**src/rtl/mult_arb_pkg.sv**
```systemverilog
// rtl/mult_arb_pkg.sv - shared state type and default sizing for the multiplier-sharing arbiter
package mult_arb_pkg;

  localparam int NREQ_DEF       = 4;
  localparam int DP_WIDTH_DEF   = 5;
  localparam int TMO_CYCLES_DEF = 64;
  localparam int ID_W_DEF       = $clog2(NREQ_DEF);

  localparam int ST_W = 3;

  typedef enum logic [ST_W-1:0] {
    ST_IDLE      = 3'd0,
    ST_ISSUE     = 3'd1,
    ST_WAIT_BUSY = 3'd2,
    ST_WAIT_DONE = 3'd3,
    ST_DELIVER   = 3'd4
  } state_e;

endpackage

```
**src/rtl/mult_arb_rr_pick.sv**
```systemverilog
// rtl/mult_arb_rr_pick.sv - combinational round-robin picker
// Searches req_i upward from ptr_i with wrap; first set bit wins.
module mult_arb_rr_pick
  import mult_arb_pkg::*;
#(
  parameter int NREQ = NREQ_DEF,
  parameter int ID_W = $clog2(NREQ)
) (
  input  logic [NREQ-1:0] req_i,
  input  logic [ID_W-1:0] ptr_i,
  output logic [NREQ-1:0] win_onehot_o,
  output logic [ID_W-1:0] win_id_o,
  output logic            any_req_o
);

  logic [ID_W:0] idx;
  logic          found;

  always_comb begin
    win_onehot_o = '0;
    win_id_o     = '0;
    found        = 1'b0;
    idx          = '0;
    for (int k = 0; k < NREQ; k++) begin
      // one extra bit so ptr+k cannot overflow before the wrap subtraction
      idx = {1'b0, ptr_i} + (ID_W+1)'(k);
      if (idx >= (ID_W+1)'(NREQ)) begin
        idx = idx - (ID_W+1)'(NREQ);
      end
      if (!found && req_i[idx[ID_W-1:0]]) begin
        found                          = 1'b1;
        win_onehot_o[idx[ID_W-1:0]]    = 1'b1;
        win_id_o                       = idx[ID_W-1:0];
      end
    end
  end

  assign any_req_o = |req_i;

endmodule

```
**src/rtl/mult_share_arbiter.sv**
```systemverilog
// rtl/mult_share_arbiter.sv - shares one sequential multiplier among NREQ requesters
// Round-robin grant, operand latch, start/rdy sequencing, tagged result and watchdog.
module mult_share_arbiter
  import mult_arb_pkg::*;
#(
  parameter int NREQ       = NREQ_DEF,
  parameter int DP_WIDTH   = DP_WIDTH_DEF,
  parameter int TMO_CYCLES = TMO_CYCLES_DEF
) (
  input  logic                     clk,
  input  logic                     rst,
  input  logic [NREQ-1:0]          req,
  input  logic [NREQ*DP_WIDTH-1:0] a_in,
  input  logic [NREQ*DP_WIDTH-1:0] b_in,
  output logic [NREQ-1:0]          gnt,
  output logic [NREQ-1:0]          done,
  output logic [2*DP_WIDTH-1:0]    res,
  output logic                     res_err,
  output logic                     err,
  output logic                     busy,
  output logic                     mul_start,
  output logic [DP_WIDTH-1:0]      mul_multiplicand,
  output logic [DP_WIDTH-1:0]      mul_multiplier,
  input  logic                     mul_rdy,
  input  logic [2*DP_WIDTH-1:0]    mul_product
);

  localparam int ID_W  = $clog2(NREQ);
  localparam int PW    = 2*DP_WIDTH;
  localparam int CNT_W = $clog2(TMO_CYCLES+1);

  state_e              state_q, state_d;
  logic [ID_W-1:0]     ptr_q, ptr_d;
  logic [ID_W-1:0]     id_q, id_d;
  logic [DP_WIDTH-1:0] a_q, a_d;
  logic [DP_WIDTH-1:0] b_q, b_d;
  logic [PW-1:0]       res_q, res_d;
  logic                tmo_q, tmo_d;
  logic                err_q, err_d;
  logic [CNT_W-1:0]    cnt_q, cnt_d;

  logic [NREQ-1:0]     pick_onehot;
  logic [ID_W-1:0]     pick_id;
  logic                any_req;
  logic [DP_WIDTH-1:0] a_sel, b_sel;
  logic                tmo_hit;

  mult_arb_rr_pick #(
    .NREQ (NREQ),
    .ID_W (ID_W)
  ) u_pick (
    .req_i        (req),
    .ptr_i        (ptr_q),
    .win_onehot_o (pick_onehot),
    .win_id_o     (pick_id),
    .any_req_o    (any_req)
  );

  always_comb begin
    a_sel = '0;
    b_sel = '0;
    for (int i = 0; i < NREQ; i++) begin
      if (pick_onehot[i]) begin
        a_sel = a_in[i*DP_WIDTH +: DP_WIDTH];
        b_sel = b_in[i*DP_WIDTH +: DP_WIDTH];
      end
    end
  end

  always_ff @(posedge clk or posedge rst) begin
    if (rst) begin
      state_q <= ST_IDLE;
      ptr_q   <= '0;
      id_q    <= '0;
      a_q     <= '0;
      b_q     <= '0;
      res_q   <= '0;
      tmo_q   <= 1'b0;
      err_q   <= 1'b0;
      cnt_q   <= '0;
    end else begin
      state_q <= state_d;
      ptr_q   <= ptr_d;
      id_q    <= id_d;
      a_q     <= a_d;
      b_q     <= b_d;
      res_q   <= res_d;
      tmo_q   <= tmo_d;
      err_q   <= err_d;
      cnt_q   <= cnt_d;
    end
  end

  assign tmo_hit = (cnt_q == CNT_W'(TMO_CYCLES-1));

  always_comb begin
    state_d   = state_q;
    ptr_d     = ptr_q;
    id_d      = id_q;
    a_d       = a_q;
    b_d       = b_q;
    res_d     = res_q;
    tmo_d     = tmo_q;
    err_d     = err_q;
    cnt_d     = cnt_q;
    gnt       = '0;
    done      = '0;
    mul_start = 1'b0;

    case (state_q)
      ST_IDLE: begin
        if (any_req && mul_rdy) begin
          a_d     = a_sel;
          b_d     = b_sel;
          id_d    = pick_id;
          ptr_d   = (pick_id == ID_W'(NREQ-1)) ? '0 : pick_id + 1'b1;
          tmo_d   = 1'b0;
          state_d = ST_ISSUE;
        end
      end
      ST_ISSUE: begin
        gnt[id_q] = 1'b1;
        mul_start = 1'b1;
        cnt_d     = '0;
        state_d   = ST_WAIT_BUSY;
      end
      ST_WAIT_BUSY: begin
        // rdy still high here is the previous product; wait for it to drop
        if (tmo_hit) begin
          res_d   = '0;
          tmo_d   = 1'b1;
          err_d   = 1'b1;
          state_d = ST_DELIVER;
        end else begin
          cnt_d = cnt_q + 1'b1;
          if (!mul_rdy) begin
            state_d = ST_WAIT_DONE;
          end
        end
      end
      ST_WAIT_DONE: begin
        if (mul_rdy) begin
          res_d   = mul_product;
          state_d = ST_DELIVER;
        end else if (tmo_hit) begin
          res_d   = '0;
          tmo_d   = 1'b1;
          err_d   = 1'b1;
          state_d = ST_DELIVER;
        end else begin
          cnt_d = cnt_q + 1'b1;
        end
      end
      ST_DELIVER: begin
        done[id_q] = 1'b1;
        state_d    = ST_IDLE;
      end
      default: state_d = ST_IDLE;
    endcase
  end

  assign busy             = (state_q != ST_IDLE);
  assign res_err          = (state_q == ST_DELIVER) && tmo_q;
  assign res              = res_q;
  assign err              = err_q;
  assign mul_multiplicand = a_q;
  assign mul_multiplier   = b_q;

endmodule

```
**config.mk**
```make
export PLATFORM = sky130hd
export DESIGN_NAME = mult_share_arbiter
export DESIGN_NICKNAME = d
export VERILOG_FILES = /design/src/rtl/mult_arb_pkg.sv /design/src/rtl/mult_arb_rr_pick.sv /design/src/rtl/mult_share_arbiter.sv
export SDC_FILE = /design/constraint.sdc
export NUM_CORES = 1
export LEC_CHECK = 0
export ABC_AREA = 1
export BUFFER_PORTS_ARGS = -buffer_cell sky130_fd_sc_hd__buf_2
export CORE_ASPECT_RATIO = 0.8
export CORE_UTILIZATION = 54
export CTS_BUF_LIST = sky130_fd_sc_hd__clkbuf_16
export DETAILED_ROUTE_END_ITERATION = 6
export PLACE_DENSITY = 0.85
export SYNTH_ARGS = -nofsm -noshare
export SYNTH_HDL_FRONTEND = slang
export SYNTH_SLANG_ARGS = --single-unit
```
**constraint.sdc**
```tcl
create_clock -name clk -period 6.2 [get_ports clk]
set_input_delay 1.86 -clock clk [delete_from_list [all_inputs] [get_ports clk]]
set_output_delay 1.86 -clock clk [all_outputs]
set_load 0.05 [all_outputs]
```
# Word-level counts from Yosys, hierarchy flattened

Cells that the tools add are included.

Flip-flop bits (word level): 36
Logic and storage cells: 133

$add $sub $neg: 9
Magnitude comparators: 14
Equal/unequal tests: 10
Multiplexer cells: 64
Bitwise gates (word level): 3
Reduce and logical (&&, ||, !) cells: 24

Operators with widths:

| cell                | count |
|---|---|
| $mux 5              | 8 |
| $mux 4              | 6 |
| $pmux 7 s3          | 1 |
| $mux 10             | 2 |
| $pmux 10 s2         | 1 |
| $mux 1              | 18 |
| $mux 2              | 9 |
| $lt 2x3->1 const B  | 5 |
| $mux 3              | 5 |
| $mux 7              | 2 |
| $or 4x4->4          | 3 |
| $pmux 3 s4          | 1 |
| $demux 1 s2         | 5 |
| $ge 2x1->1 const B  | 5 |
| $logic_and 1x1->1   | 10 |
| $ge 3x3->1 const B  | 3 |
| $reduce_bool 3->1   | 3 |
| $bmux 1 s2          | 4 |
| $sub 2x1->2 const B | 4 |
| $add 7x1->7 const B | 1 |
| $eq 7x6->1 const B  | 1 |
| $add 2x2->3 const B | 2 |
| $eq 3x2->1 const B  | 2 |
| $ne 3x3->1 const B  | 2 |
| other kinds (15)    | 21 |

# Depth between registers and ports, before layout

Gate-level depths: netlist of the first run.

Word-level depth: 18
Mapped depth: 17
Gate-level depth less buffers: 15

# Hierarchy

From an unflattened synthesis of the first run, not the netlist that was laid out.

Cell total of the unflattened synthesis: 385
Area, all modules: 2705.1 um^2

By module, submodules not included:

| module             | instances | cells each | area an instance (um^2) | seq. area each (um^2) |
|---|---|---|---|---|
| mult_share_arbiter | 1         | 302        | 2170.8                  | 900.9 |
| mult_arb_rr_pick   | 1         | 83         | 534.3                   | 0.0 |

# Least setup slack after synthesis of the first run

Ideal clock, no wire load.

Path type: register to output
Start point: register state_q[2]
End point: output gnt[0]
Arrival: 3039 ps
Data required time: 4340 ps
Path slack: 1301 ps
Cell stages (with the launch flop): 4
Path through: dfrtp_1 nor3_1 inv_1 nor3_1

Word-level cells in the longest chain between the ends: 2

RTL lines:

| what                     | RTL line                  | RTL |
|---|---|---|
| start: declaration       | mult_share_arbiter.sv:32  | `state_e state_q, state_d;` |
| start signal: assignment | mult_share_arbiter.sv:82  | `state_q <= state_d;` |
| $eq 3x1->1               | mult_share_arbiter.sv:110 | `case (state_q)` |
| $mux 4                   | mult_share_arbiter.sv:110 |  |
| end: declaration         | mult_share_arbiter.sv:15  | `output logic [NREQ-1:0] gnt,` |

No other way between the ends.

# Worst setup path after layout of the first run

Start point: register state_q[2]
End point: output gnt[1]

The elaborated chain is that of the path after synthesis.

==> results.yml, run 1 <==
status:
  outcome: "finished, violations left"
  violated_checks: "DRC"
critical_path:
  critPathCaptureType: "output port"
  critPathTopFamily: "simple AND/OR/NAND/NOR gates"
  longest_individual_stage_delay_on_the_worst_path_ns: 0.45
  critPathMostFrequentCell: "sky130_fd_sc_hd__nor3_1"
  worstSetupStartpointType: "register"
  cp_data_required_time_ns: 4.34
  timing.critical_path.depth: 4
  critical_setup_path_kind: "reg2out"
  crit_arrival_ns: 1.83
  timing.critical_path.buf_inv: 2
  maximum_fanout_count_along_the_critical_path: 6
  cp_slowest_cell: "sky130_fd_sc_hd__nor3_1"
  worst_r2r_path_depth: 14
  critical_path.cell_chain: "nor3_1 > inv_1 > nor3_1 > buf_2"
yosys:
  synthesis.area_per_instance_um2: 7.353
  yosys_most_used_dff: "sky130_fd_sc_hd__dfrtp_1"
  synthCells: 348
  yosysSeqAreaShare: 0.3521
  synth_enable_flop_cells: 0
  yosys.cell_types.count: 37
  yosys_warnings: 0
  mappedNetlistNets: 413
  ys_async_sr_fraction: 1.000
  syn_area_um2: 2559
  synth-seq-cells: 36
clocking:
  clk_root_buffer_cell: "sky130_fd_sc_hd__clkbuf_16"
  cts_buffer_depth: 2
  post_cts.resized_instances: 0
  cts_tree: "done"
  clkSinkCount: 36
  clk_transition_reported_paths_ns: 0.05
  cts_hold_buffers: 0
  ctsHtreeMaxLevel: 2
  postCtsSetupBuffers: 0
  clock_latency_ns: 0.27
  cts_inserted_buffers: 5
detailed_routing:
  vias_per_cell: 5.255
  antenna_violating_nets_post_route: 0
  detailedRoute.firstIterationViolations: 200
  totalWireLength_mm: 6.194
  drt_drc_violations_left: 1
  detail_route.first_pass.iterations: 6
  routed_wirelength_normalized_by_instance_count_um: 12.54
  num_vias: 2596
timing:
  min_period_ns: 3.693
  setup_viol: 0
  max_freq_mhz: 270.8
  timing_max_transition_violations_final: 0
  post-route-worst-setup-slack_ns: 2.507
  transition_time_at_the_pin_with_the_least_slew_margin_ns: 0.7661
  max_slew_margin: 0.4874
  rsz0062_at_grt: "false"
  worst_clock_skew_ns: 0.004614
  period_share: 0.5956
  hold_viol_final: 0
  fin_tns_setup_ns: 0
cells_and_area:
  antenna_diode_count: 0
  mostFrequentLayoutCell: "sky130_fd_sc_hd__nand2_1"
  finalCoreUtilization: 0.6862
  most_frequent_cells_in_the_layout: "sky130_fd_sc_hd__nand2_1 (113), sky130_fd_sc_hd__buf_2 (88), sky130_fd_sc_hd__inv_1 (48)"
  multiInputGateArea_um2: 1371
  fin_nets: 498
  seq_area_um2: 900.9
  layout-area-overhead-vs-synth_pct: 22.54
  drive_above_1_share: 0.2972
  n_fill_cell: 416
flow_run:
  cap_viol_max_count: 0
hold_path:
  hold_class: "reg2reg"
  hold-path-cell-count: 2
pwr:
  peakVddDrop_mv: 0.4470
  leakage_nw: 1.817
  p_per_area_nw_per_um2: 632.8
floorplan:
  rows: 22
  pin_count: 89
  coreArea_um2: 4569
  fp.dieW_um: 78.96
  die_height_um: 63.57
  dieArea_um2: 5019
  floorplan.initialDensity: 0.5600
grt:
  grt_first_pass_wirelength_mm: 10.37
  grt.overflow.total: 0
  grt_use_total: 0.2625
  grt_antenna_before_repair: 0
  grt_start_max_net_pins: 37
  number_of_global_route_vias_before_repair: 2308
placed_design:
  port_buffer_count: 88
  place_worst_setup_slack_ns: 2.550
  weighted_congestion_reported_at_the_end_of_routability_driven_placement: 0.8773
  dpl.hpwl_mm: 4.627
[cells in the mapped netlist (3+ instances only)]
master | number | share of area
sky130_fd_sc_hd__nand2_1 | 113 | 0.17
sky130_fd_sc_hd__inv_1 | 46 | 0.067
sky130_fd_sc_hd__dfrtp_1 | 36 | 0.35
sky130_fd_sc_hd__a21oi_1 | 23 | 0.045
sky130_fd_sc_hd__nand3_1 | 20 | 0.039
sky130_fd_sc_hd__nor2_1 | 13 | 0.019
sky130_fd_sc_hd__a21oi_2 | 12 | 0.041
sky130_fd_sc_hd__nor3_1 | 12 | 0.023
sky130_fd_sc_hd__a32o_1 | 10 | 0.039
sky130_fd_sc_hd__ha_1 | 8 | 0.039
sky130_fd_sc_hd__o21ai_0 | 7 | 0.014
sky130_fd_sc_hd__nand2_2 | 6 | 0.015
sky130_fd_sc_hd__clkbuf_1 | 4 | 0.0059
sky130_fd_sc_hd__a31oi_1 | 3 | 0.0073
sky130_fd_sc_hd__inv_2 | 3 | 0.0044
sky130_fd_sc_hd__nand2_4 | 3 | 0.013
sky130_fd_sc_hd__nand3_2 | 3 | 0.012
[worst reg2reg max path, delay by kind of cell (launching register included)]
kind                       cells  cell delay (ns)
adders and majority gates      1             0.38
buffers and inverters          3             0.30
DFF                            1             0.72
and+or+nand+nor                8             0.97
AOI/OAI and AO/OA              2             0.36
[stage by stage]
| stage | instance area [um2] | cells | total power, mW | hold WS, ns |
|---|---|---|---|---|
| finish | 3136 | 494 | 1.984 | 0.4797 |
| global route | 3136 | 494 | 2.152 | 0.5019 |
| CTS | 3136 | 494 | 1.977 | 0.4789 |
| detailed placement | 2999 | 486 | 1.737 | 0.4612 |
| global placement | 2999 | 486 | 1.710 | 0.4595 |
| floorplan | 2559 | 348 | 1.526 | 0.4847 |
[layout make-up]
cell class              count  area share
multi-input cells         249      0.4374
well taps                  60     0.02394
repair buffers             89      0.1429
clock inverters             3    0.003591
inverters                  52     0.06504
flip-flops and latches     36      0.2873
clock buffers               5     0.03990
[logic make-up (layout without fill, tap and decap cells)]
group / count (synthesis) / after routing / synth area share
AO/OA/AOI/OAI: 62 / 62 / 0.1687
flip-flops: 36 / 36 / 0.3521
XOR/XNOR: 2 / 2 / 0.006847
adder cells (fa/ha/maj): 8 / 8 / 0.03912
AND/OR/NAND/NOR: 177 / 177 / 0.3213
buffers and inverters: 63 / 149 / 0.1120
[final timing paths]
| path | start | to | slack, ns |
|---|---|---|---|
| setup / recovery | state_q[2] | gnt[1] | 2.51 |
| hold reg to reg | mul_multiplier[1] | mul_multiplier[1] | 0.48 |
| setup reg to reg | register | mul_multiplier[2] | 3.37 |
| hold / removal | mul_multiplier[1] | mul_multiplier[1] | 0.48 |
| min in group asynchronous | rst | mul_multiplier[3] | 1.68 |
| max in group asynchronous | rst | cnt_q[3] | 4.20 |
[power by group]
part | total, mW | internal (mW) | leakage, nW | switching [mW]
registers | 0.404 | 0.326 | 0.453 | 0.0788
clock network | 0.227 | 0.144 | 0.0738 | 0.0827
logic | 1.35 | 0.395 | 1.29 | 0.958
[per-layer routing]
metal	wire length, um	global-route usage
met2	2977	0.4278
met1	2846	0.3600
met4	65	0.07955
met5	0	0
met3	306	0.03768
[state kept, by name (all words and copies together), names as in the netlist, named ones only]
register	flops
cnt_q	7
id_q	2
mul_multiplier	5
err	1
state_q	3
res	10
tmo_q	1
ptr_q	1
mul_multiplicand	5
Power figures use the tool's default switching activity.
==> inputs of run 2 (changes only) <==
--- a/config.mk
+++ b/config.mk
@@ -8,10 +8,10 @@
 export ABC_AREA = 1
 export BUFFER_PORTS_ARGS = -buffer_cell sky130_fd_sc_hd__buf_2
 export CORE_ASPECT_RATIO = 0.8
-export CORE_UTILIZATION = 54
+export CORE_UTILIZATION = 46
 export CTS_BUF_LIST = sky130_fd_sc_hd__clkbuf_16
 export DETAILED_ROUTE_END_ITERATION = 6
-export PLACE_DENSITY = 0.85
+export PLACE_DENSITY = 0.77
 export SYNTH_ARGS = -nofsm -noshare
 export SYNTH_HDL_FRONTEND = slang
 export SYNTH_SLANG_ARGS = --single-unit
==> constraint.sdc (replaced) <==
create_clock -name clk -period 3.1 [get_ports clk]
set_input_delay 0.93 -clock clk [delete_from_list [all_inputs] [get_ports clk]]
set_output_delay 0.93 -clock clk [all_outputs]
set_load 0.05 [all_outputs]
==> run 2 against run 1 <==
Net effect: the flow now finishes without violations; clock-buffer cell count did not move; highest routed layer unchanged; largest power group unchanged; first-iteration DRC count fell by 17%; wire length rose by 4.2%; sequential power rose by 95%; core utilization fell by 6.9 points; combinational power rose by 100%.
==> results.yml, run 2 (synthesized netlist as in run 1, its figures left out) <==
critical_path:
  worst_r2r_path_depth: 14
  crit_arrival_ns: 2.92
  r2r_slack_ns: 0.35
  worstSetupStartpointType: "register"
  critical_setup_path_kind: "reg2reg"
  critPathCaptureType: "register"
  maximum_fanout_count_along_the_critical_path: 20
  worstReg2RegEnd: "mul_multiplicand[3]"
  r2r_start: "ptr_q[1]"
  cp_data_required_time_ns: 3.27
clocking:
  cts_tree: "done"
  cts_inserted_buffers: 5
  post_cts.resized_instances: 0
  clk_transition_reported_paths_ns: 0.06
  clkSinkCount: 36
  clock_latency_ns: 0.28
  cts_buffer_depth: 2
  clk_root_buffer_cell: "sky130_fd_sc_hd__clkbuf_16"
  ctsHtreeMaxLevel: 2
  cts_hold_buffers: 0
  postCtsSetupBuffers: 0
hold_path:
  hold_path_startpoint: "mul_multiplier[0]"
  holdPathEnd: "mul_multiplier[0]"
  hold_class: "reg2reg"
  hold-path-cell-count: 2
cells_and_area:
  fin_nets: 501
  antenna_diode_count: 0
  mostFrequentLayoutCell: "sky130_fd_sc_hd__nand2_1"
  finalCoreUtilization: 0.6172
  largest_reg_flops: 10
  drive_above_1_share: 0.3112
  most_frequent_cells_in_the_layout: "sky130_fd_sc_hd__nand2_1 (113), sky130_fd_sc_hd__buf_2 (88), sky130_fd_sc_hd__inv_1 (46)"
  layout-area-overhead-vs-synth_pct: 24.94
timing:
  period_share: 0.8872
  rsz0062_at_grt: "false"
  max_freq_mhz: 363.6
  hold_viol_final: 0
  max_slew_margin: 0.5518
  timing_max_transition_violations_final: 0
  transition_time_at_the_pin_with_the_least_slew_margin_ns: 0.6682
  setup_viol: 0
  min_period_ns: 2.750
  worst_clock_skew_ns: 0.006405
  post-route-worst-setup-slack_ns: 0.3498
detailed_routing:
  num_vias: 2567
  vias_per_cell: 5.144
  routed_wirelength_normalized_by_instance_count_um: 12.93
  detail_route.first_pass.iterations: 4
  totalWireLength_mm: 6.452
  drt_drc_violations_left: 0
  detailedRoute.firstIterationViolations: 166
  antenna_violating_nets_post_route: 0
floorplan:
  pin_count: 89
  die_height_um: 68.71
  coreArea_um2: 5180
  floorplan.initialDensity: 0.4940
  rows: 23
  dieArea_um2: 5866
  fp.dieW_um: 85.39
grt:
  grt.overflow.total: 0
  grt_first_pass_wirelength_mm: 10.78
  grt_use_total: 0.2358
  grt_antenna_before_repair: 0
  grt_start_max_net_pins: 37
  number_of_global_route_vias_before_repair: 2378
pwr:
  p_per_area_nw_per_um2: 1276
  peakVddDrop_mv: 0.6674
  leakage_nw: 1.840
placed_design:
  weighted_congestion_reported_at_the_end_of_routability_driven_placement: 0.8536
  dpl.hpwl_mm: 4.770
  port_buffer_count: 88
  place_worst_setup_slack_ns: 0.3858
flow_run:
  cap_viol_max_count: 0
status:
  outcome: "finished clean"
## run 2: cell type report
type / instances / area [um2]
Fill cell: 463 / 1983
Multi-Input combinational cell: 249 / 1376
Sequential cell: 36 / 900.9
Timing Repair Buffer: 92 / 470.5
Inverter: 52 / 203.9
Clock buffer: 5 / 125.1
Tap cell: 62 / 77.57
Clock inverter: 3 / 42.54
## run 2: report_power, final
part	leakage [nW]	switching, mW	internal [mW]	total, mW
logic	1.31	1.90	0.823	2.72
clock network	0.0798	0.194	0.377	0.571
registers	0.453	0.134	0.651	0.786
## run 2: critical path: stages (launching register included)
cell and delay (ns):
sky130_fd_sc_hd__dfrtp_1 0.55, sky130_fd_sc_hd__inv_1 0.23, sky130_fd_sc_hd__ha_1 0.38, sky130_fd_sc_hd__inv_1 0.14
sky130_fd_sc_hd__nand3_1 0.10, sky130_fd_sc_hd__nand2_2 0.11, sky130_fd_sc_hd__nor2_8 0.06, sky130_fd_sc_hd__nand2_2 0.07
sky130_fd_sc_hd__inv_2 0.05, sky130_fd_sc_hd__a21oi_2 0.11, sky130_fd_sc_hd__nand2_1 0.35, sky130_fd_sc_hd__a21oi_1 0.29
sky130_fd_sc_hd__nand2_1 0.08, sky130_fd_sc_hd__nand2_1 0.07, sky130_fd_sc_hd__nand2_1 0.05
## run 2: stage by stage
step | area [um2] | hold slack (ns) | cells | setup TNS, ns | power (mW)
2_1_floorplan | 2564 | 0.4847 | 348 | -1.221 | 3.056
3_3_place_gp | 3029 | 0.4606 | 491 | 0 | 3.411
3_5_place_dp | 3029 | 0.4649 | 491 | 0 | 3.474
4_1_cts | 3197 | 0.4832 | 499 | 0 | 4.070
5_1_grt | 3197 | 0.5095 | 499 | 0 | 4.435
6_report | 3197 | 0.4770 | 499 | 0 | 4.078
## run 2: how the worst max path moves through the flow
stage	cells after the start	to	slack [ns]	startpoint
finish	14	mul_multiplicand[3]	0.35	ptr_q[1]
global route	12	mul_multiplicand[3]	0.13	ptr_q[1]
global placement	14	mul_multiplier[4]	0.49	req[3]
floorplan	3	gnt[0]	-0.31	state_q[1]
detailed placement	14	mul_multiplicand[3]	0.39	req[3]
CTS	14	mul_multiplicand[3]	0.38	ptr_q[1]
## run 2: routing by layer
metal	global-route usage	up-vias	share of wire	wire, um
met5	0	-	0	0
met4	0.06875	0	0.013	83
met3	0.05833	10	0.063	408
met2	0.3942	85	0.47	3002
met1	0.3090	1170	0.46	2957
li1	-	1302	-	-
==> inputs of run 3 (changes only) <==
--- a/config.mk
+++ b/config.mk
@@ -8,10 +8,10 @@
 export ABC_AREA = 1
 export BUFFER_PORTS_ARGS = -buffer_cell sky130_fd_sc_hd__buf_2
 export CORE_ASPECT_RATIO = 0.8
-export CORE_UTILIZATION = 46
-export CTS_BUF_LIST = sky130_fd_sc_hd__clkbuf_16
+export CORE_UTILIZATION = 47
+export CTS_BUF_LIST = sky130_fd_sc_hd__clkbuf_8
 export DETAILED_ROUTE_END_ITERATION = 6
-export PLACE_DENSITY = 0.77
+export PLACE_DENSITY = 0.79
 export SYNTH_ARGS = -nofsm -noshare
 export SYNTH_HDL_FRONTEND = slang
 export SYNTH_SLANG_ARGS = --single-unit
==> run 3 against run 2 <==
Net effect: the run now ends with DRC left; register-to-register slack better by 0.24 ns; core utilization fell by 0.11 points; worst setup slack better by 0.13 ns; hold slack worse by 0.0018 ns; critical endpoint is now gnt[0]; largest cell class unchanged.
==> results.yml, run 3 (synthesized netlist as in run 1, its figures left out) <==
cells_and_area:
  n_fill_cell: 491
  fin_nets: 503
  most_frequent_cells_in_the_layout: "sky130_fd_sc_hd__nand2_1 (113), sky130_fd_sc_hd__buf_2 (88), sky130_fd_sc_hd__inv_1 (46)"
  largest_reg_flops: 10
  mostFrequentLayoutCell: "sky130_fd_sc_hd__nand2_1"
  drive_above_1_share: 0.3144
  layout-area-overhead-vs-synth_pct: 23.33
  antenna_diode_count: 0
grt:
  grt.met3_usage: 0.05308
  grt_first_pass_wirelength_mm: 10.11
  grt_use_total: 0.2229
  busiest_layer: "met2"
  global_route.usage.met2: 0.3648
  grt_antenna_before_repair: 0
  grt.overflow.total: 0
  number_of_global_route_vias_before_repair: 2274
  globalRouteMet1Util: 0.3078
  grt_start_max_net_pins: 37
pwr:
  cell_internal_pwr_mw: 1.723
  peakVddDrop_mv: 0.6760
  pwr-share-clk: 0.105
  combinationalPowerShare: 0.699
  p_per_area_nw_per_um2: 1238
  power_switching_share: 0.5589
  p_sw_mw: 2.183
  seqPwrFrac: 0.196
  report.power.total_mw: 3.906
  leakage_nw: 1.823
critical_path:
  critical_path_start: "state_q[1]"
  maximum_fanout_count_along_the_critical_path: 6
  longest_individual_stage_delay_on_the_worst_path_ns: 0.42
  r2r_slack_ns: 0.59
  cp_data_required_time_ns: 2.17
  timing.critical_path.buf_inv: 2
  critPathCaptureType: "output port"
  critical_setup_path_kind: "reg2out"
  worstSetupStartpointType: "register"
  crit_arrival_ns: 1.69
  cp_slowest_cell: "sky130_fd_sc_hd__dfrtp_1"
  critPathTopFamily: "simple AND/OR/NAND/NOR gates"
  r2r_start: "ptr_q[1]"
  critical_path.cell_chain: "nor3_2 > inv_1 > nor3_1 > buf_2"
floorplan:
  die_height_um: 68.00
  fp.dieW_um: 84.49
  floorplan.initialDensity: 0.4995
  coreArea_um2: 5122
  pin_count: 89
  rows: 23
  dieArea_um2: 5745
timing:
  post-route-worst-setup-slack_ns: 0.4760
  rsz0062_at_grt: "false"
  max_slew_margin: 0.6006
  transition_time_at_the_pin_with_the_least_slew_margin_ns: 0.5977
  worst_clock_skew_ns: 0.001520
  max_freq_mhz: 381.1
  hold_viol_final: 0
  min_period_ns: 2.624
  timing_max_transition_violations_final: 0
  setup_viol: 0
  period_share: 0.8465
detailed_routing:
  antenna_violating_nets_post_route: 0
  routed_wirelength_normalized_by_instance_count_um: 12.12
  drt_drc_violations_left: 4
  num_vias: 2558
  vias_per_cell: 5.106
  detail_route.first_pass.iterations: 6
  totalWireLength_mm: 6.071
  detailedRoute.firstIterationViolations: 135
clocking:
  clkSinkCount: 36
  cts_buffer_depth: 2
  cts_hold_buffers: 0
  clock_latency_ns: 0.29
  clk_root_buffer_cell: "sky130_fd_sc_hd__clkbuf_8"
  cts_tree: "done"
  ctsHtreeMaxLevel: 2
  post_cts.resized_instances: 0
  cts_inserted_buffers: 5
  clk_transition_reported_paths_ns: 0.07
  postCtsSetupBuffers: 0
flow_run:
  cap_viol_max_count: 0
placed_design:
  port_buffer_count: 88
  dpl.hpwl_mm: 4.699
  place_worst_setup_slack_ns: 0.4455
  weighted_congestion_reported_at_the_end_of_routability_driven_placement: 0.8379
status:
  outcome: "finished, violations left"
  violated_checks: "DRC"
hold_path:
  hold_path_startpoint: "err"
  hold_class: "reg2reg"
run 3: worst paths after layout:
path,cells after the start,to
max,4,gnt[0]
min,1,err
max reg2reg,14,mul_multiplier[1]
min reg2reg,1,err
max in group asynchronous,3,cnt_q[0]
min in group asynchronous,3,res[7]
run 3: power groups by stage:
stage                     Clock [mW]  Combinational [mW]  Sequential [mW]
after floorplan                    0                1.89             1.17
after global placement             0                2.67            0.772
after detailed placement           0                2.73            0.769
after CTS                      0.419                2.74            0.766
after global routing           0.443                3.04            0.792
final                          0.410                2.73            0.767
run 3: layout make-up:
type | instances | area [um2] | share of cell area
multi-input combinational | 249 | 1376 | 0.4362
tap | 62 | 77.57 | 0.02458
inverter | 52 | 203.9 | 0.06463
clock inverter | 3 | 42.54 | 0.01348
timing repair buffer | 94 | 485.5 | 0.1538
clock buffer | 5 | 68.82 | 0.02181
sequential | 36 | 900.9 | 0.2855
run 3: metrics by stage:
step / setup TNS [ns] / hold slack (ns) / area [um2] / std cells / utilization
detailed placement: 0 / 0.4587 / 3044 / 493 / 0.5943
CTS: 0 / 0.4800 / 3156 / 501 / 0.6160
floorplan: -1.221 / 0.4847 / 2564 / 348 / -
global route: 0 / 0.4994 / 3156 / 501 / 0.6160
global placement: 0 / 0.4614 / 3044 / 493 / 0.5943
finish: 0 / 0.4752 / 3156 / 501 / 0.6160
run 3: routing by layer:
layer  wire length, um  vias to the layer above
met5                 0                        -
met2              2702                       74
met1              2977                     1177
li1                  -                     1296
met4                76                        0
met3               314                       11
run 3: worst reg2reg max path: stages, from the launching register on:
cell,delay [ns]
sky130_fd_sc_hd__dfrtp_1,0.38
sky130_fd_sc_hd__inv_1,0.23
sky130_fd_sc_hd__ha_1,0.35
sky130_fd_sc_hd__inv_1,0.15
sky130_fd_sc_hd__nand3_1,0.11
sky130_fd_sc_hd__nand2_2,0.12
sky130_fd_sc_hd__nor2_8,0.06
sky130_fd_sc_hd__nand2_2,0.07
sky130_fd_sc_hd__inv_2,0.04
sky130_fd_sc_hd__a21oi_2,0.10
sky130_fd_sc_hd__nand2_1,0.35
sky130_fd_sc_hd__a21oi_1,0.26
sky130_fd_sc_hd__nand2_1,0.08
sky130_fd_sc_hd__nand2_1,0.07
sky130_fd_sc_hd__nand2_1,0.05
